**config.mk**
```make
export PLATFORM = sky130hd
export DESIGN_NAME = avg_decim_fifo
export DESIGN_NICKNAME = d
export VERILOG_FILES = /design/src/rtl/avg_decim_fifo.sv
export SDC_FILE = /design/constraint.sdc
export NUM_CORES = 1
export LEC_CHECK = 0
export ABC_AREA = 1
export CORE_UTILIZATION = 63
export DETAILED_ROUTE_END_ITERATION = 8
export PLACE_DENSITY = 0.88
export SYNTH_ARGS = -nofsm -noshare
export SYNTH_HDL_FRONTEND = slang
export SYNTH_SLANG_ARGS = --single-unit
```
**constraint.sdc**
```tcl
create_clock -name clk -period 4 [get_ports clk]
set_input_delay 0.6 -clock clk [delete_from_list [all_inputs] [get_ports clk]]
set_output_delay 0.6 -clock clk [all_outputs]
set_load 0.005 [all_outputs]
```
**src/rtl/avg_decim_fifo.sv**
```systemverilog
// Keeps every DECIM-th sample from the moving-average filter and buffers the kept samples in a
// DEPTH-entry FIFO drained over valid/ready; overflow raises a sticky flag and counts the drops.
module avg_decim_fifo #(
  parameter int WIDTH = 16,
  parameter int DECIM = 4,
  parameter int DEPTH = 8
) (
  input  logic                      clk,
  input  logic                      rst_n,
  input  logic                      clr,
  input  logic                      in_valid,
  input  logic signed [WIDTH-1:0]   in_sample,
  output logic                      out_valid,
  input  logic                      out_ready,
  output logic signed [WIDTH-1:0]   out_sample,
  output logic [$clog2(DEPTH):0]    level,
  output logic                      overflow,
  output logic [7:0]                drop_cnt
);

  localparam int AW = $clog2(DEPTH);
  localparam int LW = AW + 1;
  localparam int PW = (DECIM > 1) ? $clog2(DECIM) : 1;
  localparam logic [PW-1:0] LAST_PHASE = PW'(DECIM - 1);

  logic signed [WIDTH-1:0] mem [DEPTH];
  logic [AW-1:0] wr_ptr;
  logic [AW-1:0] rd_ptr;
  logic [PW-1:0] phase;

  logic keep, full, pop, push, drop;

  function automatic logic [7:0] sat_inc(input logic [7:0] v);
    return (v == 8'hFF) ? v : v + 8'd1;
  endfunction

  always_comb begin
    keep = in_valid && (phase == LAST_PHASE);
    full = (level == LW'(DEPTH));
    pop  = (level != '0) && out_ready;
    // A full FIFO still accepts a kept sample when the head leaves on the same edge.
    push = keep && (!full || pop);
    drop = keep && full && !pop;
  end

  assign out_valid  = (level != '0);
  assign out_sample = mem[rd_ptr];

  always_ff @(posedge clk or negedge rst_n) begin
    if (!rst_n) begin
      for (int i = 0; i < DEPTH; i++) mem[i] <= '0;
      wr_ptr   <= '0;
      rd_ptr   <= '0;
      phase    <= '0;
      level    <= '0;
      overflow <= 1'b0;
      drop_cnt <= '0;
    end else if (clr) begin
      wr_ptr   <= '0;
      rd_ptr   <= '0;
      phase    <= '0;
      level    <= '0;
      overflow <= 1'b0;
      drop_cnt <= '0;
    end else begin
      if (in_valid) phase <= (phase == LAST_PHASE) ? '0 : phase + 1'b1;
      if (push) begin
        mem[wr_ptr] <= in_sample;
        wr_ptr      <= wr_ptr + 1'b1;
      end
      if (pop) rd_ptr <= rd_ptr + 1'b1;
      case ({push, pop})
        2'b10:   level <= level + LW'(1);
        2'b01:   level <= level - LW'(1);
        default: level <= level;
      endcase
      if (drop) begin
        overflow <= 1'b1;
        drop_cnt <= sat_inc(drop_cnt);
      end
    end
  end

endmodule

```
==> reports/qor.csv <==
metric,value,unit
WHS,0.114,ns
DRC,0,
final cell count without fillers,1043,
Sink Count,149,
Rows,38,
share of cells above drive strength 1,6.76,%
Setup Skew,0.00793,ns
Slew Limit Fails,0,
Avg Vias per Cell,6.09,
final HPWL from detailed placement,11.2,mm
number of flops mapped to enable cells by yosys,0,
CP Launch Type,register,
GRT Util Overall,34.3,%
"Hold Vio Cnt, Final",0,
"Primary FF master, synth",dfrtp_1,
Yosys reg bits,149,
Initial Utilization,65.2,%
Post-synth ARST share,100,%
Skew-Pair Late Insertion Delay,0.52,ns
CTS Buffer Depth,2,
Slew headroom,27.2,%
final setup fails,0,
Worst Hold Class,in -> async,
core box area,0.0109,mm²
met3 WL post-DR,1.86,mm
post-synth top area cell,dfrtp_1,
post-place setup slack,1.17,ns
Num CTS Buffers,17,
most common cell in the synthesized netlist,nand2_1,
Synth area leaders,"dfrtp_1 53%, nand2_1 9.1%, o21ai_0 8.8%, inv_1 5.8%, a21oi_1 4.9%",
Final WS setup,0.606,ns
crit path kind,reg -> out,
GRT overflow,0,
Critical path origin,rd_ptr[1],
area share of the largest cell type after synthesis,52.5,%
DRT iter0 DRCs,646,
WL per Instance,17.8,µm
Critical Path RT,3.40,ns
max_cap viols,0,
number of antenna diodes,0,
status,finished clean,
fmax,0.295,GHz
Chip Width,108,µm
unrepaired setup endpoints after global routing,false,
die height,108,µm
CP endpoint kind,output pin,
r2r startpoint,phase[0],
Ys Warns,0,
top routing layer used,met4,
"Reg clk slew, reported paths",0.06,ns
post_cts resized,0,
maximum number of pins on one net before global-route repair,89,
setup bufs post-CTS,0,
routed via count,6357,
final WL,18.6,mm
nets@finish,917,
I/O Buffers,50,
Worst Path Arrival,2.79,ns
routability cong.,0.816,
maximum vdd drop,367,µV
fin crit share,84.9,%
placed insts,1011,
Mapped Area,0.00710,mm²
WL met2,8.87,mm
synthesized area per cell,8.29,µm²
Mapped Cells,856,
P per Cell Area,555,mW/mm²
register area share after synthesis,52.5,%
initial antenna violation count,0,
CP max FO,33,
R2R cell count,9,
Leakage,3.91,nW
full die area,0.0117,mm²
global-route wire length before repair,30.2,mm
synth unique cells,32,
power after layout,4.58,mW
H-tree depth,4,
hold_buf cts,0,
Syn Nets,883,
M1 WL,7.19,mm
I/O pin cnt,51,
Detail Route Antenna Nets,0,
setup TNS,0,ns
min cycle time layout,3.39,ns
synth cell count leaders,"172 x nand2_1, 149 x dfrtp_1, 125 x o21ai_0",
layout-stage area growth over the synthesis result,16.3,%
TritonCTS clock tree,built,
drt first pass iters,9,
number of global-route vias before repair,6238,
actual slew at the worst max-slew pin,1.09,ns
clock root buffer,clkbuf_8,
==> per-layer routing <==
| metal | vias up | global-route usage (%) |
|---|---|---|
| li1 | 2876 | - |
| met1 | 3022 | 45.3 |
| met2 | 384 | 53.8 |
| met3 | 75 | 7.72 |
| met4 | 0 | 16.8 |
| met5 | - | 0 |
==> path summary, 6_finish.rpt <==
check                                     end  slack [ns]
worst max-delay path            out_sample[8]        0.61
worst min-delay path                  mem[34]        0.11
worst max register to register       mem[109]        1.65
worst min register to register        mem[60]        0.48
max in group asynchronous            phase[0]        2.91
min in group clk                      mem[60]        0.48
==> state kept, by name, indices dropped and copies added, names as in the netlist <==
signal and cells:
drop_cnt 8, mem 128, phase 2, level 4, overflow 1, wr_ptr 3, rd_ptr 3
==> cell families after synthesis <==
group	after synthesis	share of synthesized area [%]
adder cells (fa/ha/maj)	6	1.06
AO/OA/AOI/OAI	300	22.8
XOR/XNOR	4	0.494
buffers and inverters	162	9.22
AND/OR/NAND/NOR	235	13.9
flip-flops	149	52.5
==> layout make-up <==
class / count / area (µm²)
sequential: 149 / 3730
multi-input combinational: 545 / 2720
fill: 702 / 2640
timing repair buffer: 64 / 607
clock buffer: 24 / 480
inverter: 113 / 424
tap: 140 / 175
clock inverter: 8 / 121
==> stage by stage <==
step	area, µm²	utilization (%)
3_3_place_gp	7650	70.3
3_5_place_dp	7650	70.3
5_1_grt	8250	75.8
4_1_cts	8250	75.8
2_1_floorplan	7100	-
6_report	8250	75.8
==> worst max-delay path: stages, from the launching register on <==
cell and delay, ns:
dfrtp_1 0.36, inv_1 0.46, a21oi_1 0.32, o21ai_0 0.13, nand2_1 0.08, nor2_1 0.04
a31oi_1 0.30, clkdlybuf4s50_1 0.58
==> cell usage in the layout (no fill, tap or decap), types with 6 or more instances in the layout <==
cell / count
nand2_1: 172
dfrtp_1: 149
o21ai_0: 125
inv_1: 109
a21oi_1: 70
o21ai_1: 51
clkdlybuf4s50_1: 49
o21a_1: 33
nor2_1: 30
a31oi_1: 16
clkbuf_16: 16
buf_4: 14
nand3_1: 11
ha_1: 6
==> power breakdown <==
| group | total (mW) | switching [mW] | internal (mW) |
|---|---|---|---|
| Clock | 1.61 | 0.595 | 1.02 |
| Sequential | 1.66 | 0.0564 | 1.61 |
| Combinational | 1.30 | 0.756 | 0.548 |
| Total | 4.58 | 1.41 | 3.17 |
(Power assumes the default switching activity.)
